## config.mk

```make
export PLATFORM = sky130hd
export DESIGN_NAME = free_list_head_checkpoint_flat
export DESIGN_NICKNAME = d
export VERILOG_FILES = /design/src/rtl/free_list_head_checkpoint_if.sv /design/src/rtl/free_list_head_checkpoint.sv /design/src/flat_wrapper.sv
export SDC_FILE = /design/constraint.sdc
export NUM_CORES = 1
export LEC_CHECK = 0
export CORE_MARGIN = 2
export CORE_UTILIZATION = 40
export DETAILED_ROUTE_END_ITERATION = 12
export GPL_TIMING_DRIVEN = 0
export HOLD_SLACK_MARGIN = 0.02
export PLACE_DENSITY_LB_ADDON = 0.05
export RECOVER_POWER = 50
export SLEW_MARGIN = 20
export SYNTH_ARGS = -nofsm -noshare
export SYNTH_HDL_FRONTEND = slang
export SYNTH_SLANG_ARGS = --single-unit
```

## constraint.sdc

```tcl
create_clock -name clk -period 3.7 [get_ports clk]
set_input_delay 0.74 -clock clk [delete_from_list [all_inputs] [get_ports clk]]
set_output_delay 0.74 -clock clk [all_outputs]
set_load 0.05 [all_outputs]
```

## src/rtl/free_list_head_checkpoint_if.sv

```systemverilog
// Purpose: bundles the rename-side allocation, execute-side resolution and
//          status signals of the free-list head checkpoint store.
// Signals:
//   recoverFlag_i    full pipeline flush
//   stall_i          rename stalled
//   allocReq_i       rename group requests a checkpoint
//   headSnap_i       free-list head to snapshot
//   ctrlTag_o        tag granted to the allocating group
//   cpFull_o         no free checkpoint entry
//   ctrlVerified_i   a control instruction resolved
//   ctrlTag_i        tag of the resolving instruction
//   flagRecoverEX_i  resolving instruction mispredicted
//   freeListHeadCp_o snapshot stored for ctrlTag_i (combinational)
//   cpCount_o        number of live entries
// Modports: master = rename/execute side, slave = checkpoint store.
`ifndef SIZE_FREE_LIST_LOG
`define SIZE_FREE_LIST_LOG 7
`endif

interface free_list_head_checkpoint_if #(
  parameter int unsigned CP_LOG = 3,
  parameter int unsigned HEAD_W = `SIZE_FREE_LIST_LOG
);
  logic              recoverFlag_i;
  logic              stall_i;
  logic              allocReq_i;
  logic [HEAD_W-1:0] headSnap_i;
  logic [CP_LOG-1:0] ctrlTag_o;
  logic              cpFull_o;
  logic              ctrlVerified_i;
  logic [CP_LOG-1:0] ctrlTag_i;
  logic              flagRecoverEX_i;
  logic [HEAD_W-1:0] freeListHeadCp_o;
  logic [CP_LOG:0]   cpCount_o;

  modport master (
    output recoverFlag_i, stall_i, allocReq_i, headSnap_i,
    output ctrlVerified_i, ctrlTag_i, flagRecoverEX_i,
    input  ctrlTag_o, cpFull_o, freeListHeadCp_o, cpCount_o
  );

  modport slave (
    input  recoverFlag_i, stall_i, allocReq_i, headSnap_i,
    input  ctrlVerified_i, ctrlTag_i, flagRecoverEX_i,
    output ctrlTag_o, cpFull_o, freeListHeadCp_o, cpCount_o
  );
endinterface

```

## src/rtl/free_list_head_checkpoint.sv

```systemverilog
// Purpose: circular FIFO of branch checkpoints holding speculative free-list
//          head snapshots. Allocated at the tail by rename, released in order
//          from the head once resolved, truncated back to the resolving tag
//          on a mispredict, whose snapshot is returned in the same cycle.
// Ports:
//   clk    clock, all state updates on posedge
//   reset  synchronous, active-high
//   bus    free_list_head_checkpoint_if.slave (alloc / resolve / status)
// Build option:
//   CKPT_FULL_BYPASS_EN  when defined, a full store whose head releases this
//                        cycle accepts an allocation in the same cycle.
`ifndef SIZE_FREE_LIST_LOG
`define SIZE_FREE_LIST_LOG 7
`endif

module free_list_head_checkpoint #(
  parameter int unsigned CP_DEPTH = 8,
  parameter int unsigned CP_LOG   = 3,
  parameter int unsigned HEAD_W   = `SIZE_FREE_LIST_LOG
) (
  input  logic                          clk,
  input  logic                          reset,
  free_list_head_checkpoint_if.slave    bus
);

  logic [HEAD_W-1:0]   r_snap [CP_DEPTH];
  logic [CP_DEPTH-1:0] r_valid;
  logic [CP_DEPTH-1:0] r_resolved;
  logic [CP_LOG-1:0]   r_head;
  logic [CP_LOG-1:0]   r_tail;
  logic [CP_LOG:0]     r_cnt;

  logic [CP_DEPTH-1:0] w_valid_nxt;
  logic [CP_DEPTH-1:0] w_resolved_nxt;
  logic [CP_LOG-1:0]   w_head_nxt;
  logic [CP_LOG-1:0]   w_tail_nxt;
  logic [CP_LOG:0]     w_cnt_nxt;
  logic [CP_LOG-1:0]   w_mp_span;
  logic [CP_LOG-1:0]   w_tag_off;

  logic w_tag_valid;
  logic w_mispredict;
  logic w_resolve_ok;
  logic w_head_ready;
  logic w_full;
  logic w_full_c;
  logic w_release;
  logic w_alloc;

  // Event decode; a tag that is not live is ignored entirely.
  assign w_tag_valid  = r_valid[bus.ctrlTag_i];
  assign w_mispredict = bus.ctrlVerified_i &  bus.flagRecoverEX_i & w_tag_valid;
  assign w_resolve_ok = bus.ctrlVerified_i & ~bus.flagRecoverEX_i & w_tag_valid;
  assign w_head_ready = r_valid[r_head] & r_resolved[r_head];
  assign w_full       = (r_cnt == (CP_LOG+1)'(CP_DEPTH));

`ifdef CKPT_FULL_BYPASS_EN
  // The slot freed by this cycle's head release can be refilled immediately.
  assign w_full_c = w_full & ~w_head_ready;
`else
  assign w_full_c = w_full;
`endif

  // A mispredicting head entry is kept: it becomes the new youngest entry.
  assign w_release = w_head_ready & ~(w_mispredict & (r_head == bus.ctrlTag_i));
  assign w_alloc   = bus.allocReq_i & ~bus.stall_i & ~w_full_c & ~w_mispredict
                   & ~bus.recoverFlag_i & ~reset;

  assign w_tag_off = CP_LOG'(bus.ctrlTag_i - r_head);
  assign w_mp_span = CP_LOG'(bus.ctrlTag_i + CP_LOG'(1) - w_head_nxt);

  // Next-state: release, then resolve, then mispredict truncation or alloc.
  always_comb begin
    w_valid_nxt    = r_valid;
    w_resolved_nxt = r_resolved;
    w_tail_nxt     = r_tail;
    w_head_nxt     = r_head + CP_LOG'(w_release);
    w_cnt_nxt      = r_cnt;

    if (w_release) begin
      w_valid_nxt[r_head] = 1'b0;
    end

    if (w_resolve_ok || w_mispredict) begin
      w_resolved_nxt[bus.ctrlTag_i] = 1'b1;
    end

    if (w_mispredict) begin
      // Drop every entry younger than the resolving tag (age = offset from head).
      for (int unsigned i = 0; i < CP_DEPTH; i++) begin
        if (CP_LOG'(CP_LOG'(i) - r_head) > w_tag_off) begin
          w_valid_nxt[i] = 1'b0;
        end
      end
      w_tail_nxt = bus.ctrlTag_i + CP_LOG'(1);
      // A zero span can only mean every slot up to the tag is still live.
      w_cnt_nxt  = (w_mp_span == '0) ? (CP_LOG+1)'(CP_DEPTH) : {1'b0, w_mp_span};
    end else begin
      if (w_alloc) begin
        w_valid_nxt[r_tail]    = 1'b1;
        w_resolved_nxt[r_tail] = 1'b0;
        w_tail_nxt             = r_tail + CP_LOG'(1);
      end
      w_cnt_nxt = r_cnt + (CP_LOG+1)'(w_alloc) - (CP_LOG+1)'(w_release);
    end
  end

  // Control state; a commit-time flush behaves like reset.
  always_ff @(posedge clk) begin
    if (reset || bus.recoverFlag_i) begin
      r_valid    <= '0;
      r_resolved <= '0;
      r_head     <= '0;
      r_tail     <= '0;
      r_cnt      <= '0;
    end else begin
      r_valid    <= w_valid_nxt;
      r_resolved <= w_resolved_nxt;
      r_head     <= w_head_nxt;
      r_tail     <= w_tail_nxt;
      r_cnt      <= w_cnt_nxt;
    end
  end

  // Snapshot storage is never cleared; it is only meaningful while valid.
  always_ff @(posedge clk) begin
    if (w_alloc) begin
      r_snap[r_tail] <= bus.headSnap_i;
    end
  end

  assign bus.ctrlTag_o        = r_tail;
  assign bus.cpFull_o         = w_full_c;
  assign bus.cpCount_o        = r_cnt;
  assign bus.freeListHeadCp_o = r_snap[bus.ctrlTag_i];

endmodule

```

## src/flat_wrapper.sv

```systemverilog
// flat-port wrapper written by rule: the top's interface ports become plain ports
module free_list_head_checkpoint_flat 
#(
  parameter int unsigned CP_DEPTH = 8,
  parameter int unsigned CP_LOG   = 3,
  parameter int unsigned HEAD_W   = `SIZE_FREE_LIST_LOG
)
  (clk, reset, bus_recoverFlag_i, bus_stall_i, bus_allocReq_i, bus_headSnap_i, bus_ctrlVerified_i, bus_ctrlTag_i, bus_flagRecoverEX_i, bus_ctrlTag_o, bus_cpFull_o, bus_freeListHeadCp_o, bus_cpCount_o);
  free_list_head_checkpoint_if #(.CP_LOG(CP_LOG), .HEAD_W(HEAD_W)) bus_i ();
  input  logic clk;
  input  logic reset;
  input wire logic [$bits(bus_i.recoverFlag_i)-1:0] bus_recoverFlag_i;
  input wire logic [$bits(bus_i.stall_i)-1:0] bus_stall_i;
  input wire logic [$bits(bus_i.allocReq_i)-1:0] bus_allocReq_i;
  input wire logic [$bits(bus_i.headSnap_i)-1:0] bus_headSnap_i;
  input wire logic [$bits(bus_i.ctrlVerified_i)-1:0] bus_ctrlVerified_i;
  input wire logic [$bits(bus_i.ctrlTag_i)-1:0] bus_ctrlTag_i;
  input wire logic [$bits(bus_i.flagRecoverEX_i)-1:0] bus_flagRecoverEX_i;
  output wire logic [$bits(bus_i.ctrlTag_o)-1:0] bus_ctrlTag_o;
  output wire logic [$bits(bus_i.cpFull_o)-1:0] bus_cpFull_o;
  output wire logic [$bits(bus_i.freeListHeadCp_o)-1:0] bus_freeListHeadCp_o;
  output wire logic [$bits(bus_i.cpCount_o)-1:0] bus_cpCount_o;
  assign bus_i.recoverFlag_i = bus_recoverFlag_i;
  assign bus_i.stall_i = bus_stall_i;
  assign bus_i.allocReq_i = bus_allocReq_i;
  assign bus_i.headSnap_i = bus_headSnap_i;
  assign bus_i.ctrlVerified_i = bus_ctrlVerified_i;
  assign bus_i.ctrlTag_i = bus_ctrlTag_i;
  assign bus_i.flagRecoverEX_i = bus_flagRecoverEX_i;
  assign bus_ctrlTag_o = bus_i.ctrlTag_o;
  assign bus_cpFull_o = bus_i.cpFull_o;
  assign bus_freeListHeadCp_o = bus_i.freeListHeadCp_o;
  assign bus_cpCount_o = bus_i.cpCount_o;
  free_list_head_checkpoint #(.CP_DEPTH(CP_DEPTH), .CP_LOG(CP_LOG), .HEAD_W(HEAD_W)) u_core (.clk(clk), .reset(reset), .bus(bus_i));
endmodule
```

==> flow_metrics.py <==
metrics = {
    "setup_path": {
        "crit_fanout": 9,
        "ff2ff_path_depth": 14,
        "worstPathCellList": "buf_6, buf_12, clkinvlp_4, clkbuf_8, ha_4, and4_1, nand2_1, o21ba_4, buf_8, nor3_4, ha_1, ha_1, inv_1, fa_2, xnor2_2, or4b_4, a21oi_2",
        "reg2reg_to": "u_core.bus.cpCount_o[3]$_SDFF_PP0_",
        "cpPeakStageDelay_ps": 540,
        "cp.arrival_ps": 3880,
        "r2r-start": "u_core.r_head[1]$_SDFF_PP0_",
        "cp_common_cell": "ha_1",
        "cp_slowest_cell": "or4b_4",
        "critPathBufInv": 6,
        "crit_family": "adder cells",
        "rrSetupSlack_ps": 260,
        "start_kind": "input pin",
        "cp_data_required_time_ps": 4000,
        "criticalPathCategory": "in -> reg",
        "cp.depth": 17,
        "endpoint_kind": "register",
    },
    "finish": {
        "nets": 483,
        "drive_above_1_share_pct": 14.7,
        "multiInputGateArea_um2": 2010,
        "diodes": 0,
        "syn2layout_area_growth_pct": 17.7,
        "fill_cells": 1067,
        "seq_area_um2": 2200,
        "layout_commonest_cell": "edfxtp_1",
        "layout_common_cells": "edfxtp_1 (56), ha_1 (31), inv_1 (28), nor2_1 (24), dfxtp_1 (24)",
        "final_cell_count_no_fill": 576,
        "final_util_pct": 47.9,
    },
    "timing": {
        "worst_slack_ps": 116,
        "rsz0062_at_grt": "no",
        "maxSlewHeadroom_pct": 39.3,
        "fmax_mhz": 279,
        "period_share_pct": 96.9,
        "setup_viol": 0,
        "slew_violations": 0,
        "min_period_ps": 3580,
        "timing.hold.ws_ps": 498,
        "worst_pin_slew_ps": 907,
        "finalClockSkew_ps": 7.85,
        "hold_viol": 0,
    },
    "global_route": {
        "grt_max_degree": 14,
        "grt_pass1_vias": 3209,
        "grt_pass1_wl_mm": 17.9,
        "overflow": 0,
        "track_usage_pct": 20.8,
        "antenna_found_initial": 0,
    },
    "power": {
        "pwr_density_cell_nw_per_um2": 335,
        "power.total_uw": 1720,
        "leakagePower_uw": 0.00208,
        "max-vdd-ir-drop_v": 0.000134,
    },
    "floorplan": {
        "die_area_um2": 11800,
        "pin_count": 32,
        "die_w_um": 109,
        "start_util_pct": 40.7,
        "die_h_um": 109,
        "core.rowCount": 38,
        "coreArea_um2": 10700,
    },
    "place": {
        "placed_cells": 555,
        "dp_hpwl_mm": 7.93,
        "place_ws_ps": -1170,
        "io_buffers": 31,
        "place_congestion": 0.794,
    },
    "clock_tree": {
        "cts-htree-levels": 3,
        "cts.sinks": 82,
        "cts_buffer_depth": 2,
        "cts_tree": "built",
        "cts_buffers": 9,
        "clk_latency_ps": 360,
        "path_clk_slew_ps": 90,
        "ctsHoldBuffers": 0,
        "clockRootBuffer": "clkbuf_8",
    },
    "logic_synthesis": {
        "synth_area_per_cell_um2": 11.4,
        "syn_area_um2": 4370,
        "synth_warnings": 0,
        "yosysSeqAreaShare_pct": 50.3,
        "synthFlopType": "edfxtp_1",
        "synth_edf_count": 56,
        "syn-num-nets": 436,
        "syn_inst": 384,
        "ys_async_sr_fraction_pct": 0,
        "yosysUniqueCellTypes": 56,
        "ys_ff_latch": 82,
    },
    "run": {
        "maxCapViolations": 0,
    },
    "routing": {
        "route.detailed.drc": 0,
        "vias": 3113,
        "antenna_left": 0,
        "wl_per_cell_um": 19.4,
        "dr.pass1.iters": 4,
        "via_per_inst": 5.40,
        "finalWirelength_mm": 11.2,
        "drt_iter0_markers": 183,
    },
    "min_path": {
        "hp-class": "reg -> reg",
        "hold_end": "u_core.r_valid[7]$_SDFF_PP0_",
        "worstHoldStart": "u_core.r_valid[7]$_SDFF_PP0_",
        "hold_path_depth": 2,
    },
    "outcome": {
        "status": "completed",
    },
}
-- worst max-delay path by stage --
stage	from	endpoint	slack [ps]
floorplan	bus_ctrlTag_i[0]	u_core.bus.cpCount_o[3]$_SDFF_PP0_	10
global placement	bus_ctrlTag_i[0]	u_core.bus.cpCount_o[3]$_SDFF_PP0_	-1140
detailed placement	bus_ctrlTag_i[0]	u_core.bus.cpCount_o[3]$_SDFF_PP0_	-1170
CTS	bus_ctrlTag_i[1]	bus_freeListHeadCp_o[6]	10
global route	bus_ctrlTag_i[0]	u_core.bus.cpCount_o[3]$_SDFF_PP0_	20
finish	bus_ctrlTag_i[0]	u_core.bus.cpCount_o[3]$_SDFF_PP0_	120
-- cell type report --
type                    instances  share of cell area, %
clock buffers                  10                   2.48
inverters                      29                   2.19
clock inverters                 6                  0.656
repair buffers                 36                   6.61
plain buffers                  20                   2.82
well taps                     140                   3.40
flip-flops and latches         82                   42.8
multi-input cells             253                   39.0
-- per-layer routing --
metal	global-route usage, %	share of wire [%]	routed length [um]	vias to the layer above
met5	0	0	0	-
met4	6.50	1.7	195	0
met3	3.07	3.3	373	16
met2	34.3	47	5290	55
met1	28.3	47	5300	1517
li1	-	-	-	1525
-- synth_stat cells, drive strengths merged (4+ instances only) --
| master | n | area [um2] |
|---|---|---|
| inv | 29 | 109 |
| a221oi | 4 | 35.0 |
| a21o | 6 | 45.0 |
| buf | 12 | 76.3 |
| nand3 | 10 | 50.1 |
| mux2 | 5 | 56.3 |
| a22oi | 5 | 37.5 |
| mux2i | 11 | 110 |
| edfxtp | 56 | 1680 |
| nand2 | 20 | 75.1 |
| and3 | 12 | 75.1 |
| nand2b | 4 | 25.0 |
| nor4b | 4 | 41.3 |
| o211a | 6 | 60.1 |
| o21ai | 16 | 80.1 |
| a211oi | 4 | 40.0 |
| clkbuf | 8 | 30.0 |
| and3b | 4 | 35.0 |
| nor3 | 10 | 50.1 |
| nor2b | 4 | 25.0 |
| xor2 | 4 | 35.0 |
| a21oi | 13 | 65.1 |
| nor2 | 24 | 90.1 |
| ha | 32 | 400 |
| dfxtp | 26 | 521 |
| o311ai | 8 | 70.1 |
| xnor2 | 9 | 78.8 |
-- cell families (layout without fill, tap and decap cells) --
family	count (synthesis)	count (layout)	synth area share (%)
multiplexers	18	18	4.83
buffers and inverters	49	101	4.92
AO/OA/AOI/OAI	82	82	14.1
AND/OR/NAND/NOR	105	105	12.7
XOR/XNOR	13	13	2.60
flip-flops	82	82	50.3
adder cells (fa/ha/maj)	35	35	10.5
-- stage by stage --
step / cell area [um2] / TNS (ps)
5_1_grt: 5150 / 0
2_1_floorplan: 4410 / 0
3_3_place_gp: 4900 / -13240
6_report: 5150 / 0
3_5_place_dp: 4900 / -14530
4_1_cts: 5110 / 0
-- state kept, by name, indices dropped and copies added, names as in the netlist --
name,flops
u_core.r_snap,56
u_core.r_resolved,8
u_core.r_valid,8
u_core.bus.cpCount_o,4
u_core.bus.ctrlTag_o,3
u_core.r_head,3
-- timing repair --
| item | CTS | global route |
|---|---|---|
| gates resized for setup | 32 | 13 |
| setup buffers | 3 | 2 |
| pin swaps | 1 | 3 |
| endpoints found under the setup margin | 19 | 6 |
-- power breakdown --
group          leakage, uW  switching (uW)  internal (uW)
clock network    0.0000811             327            238
logic              0.00129             111           67.5
registers         0.000714            1.19            979
-- worst register-to-register path: stages (launching register included) --
cell,delay (ps)
dfxtp_2,480
inv_1,240
ha_1,330
and4_1,170
nand2_1,50
o21ba_4,230
buf_8,120
nor3_4,50
ha_1,300
ha_1,140
inv_1,60
fa_2,400
xnor2_2,150
or4b_4,540
a21oi_2,120
(Power assumes the default switching activity.)
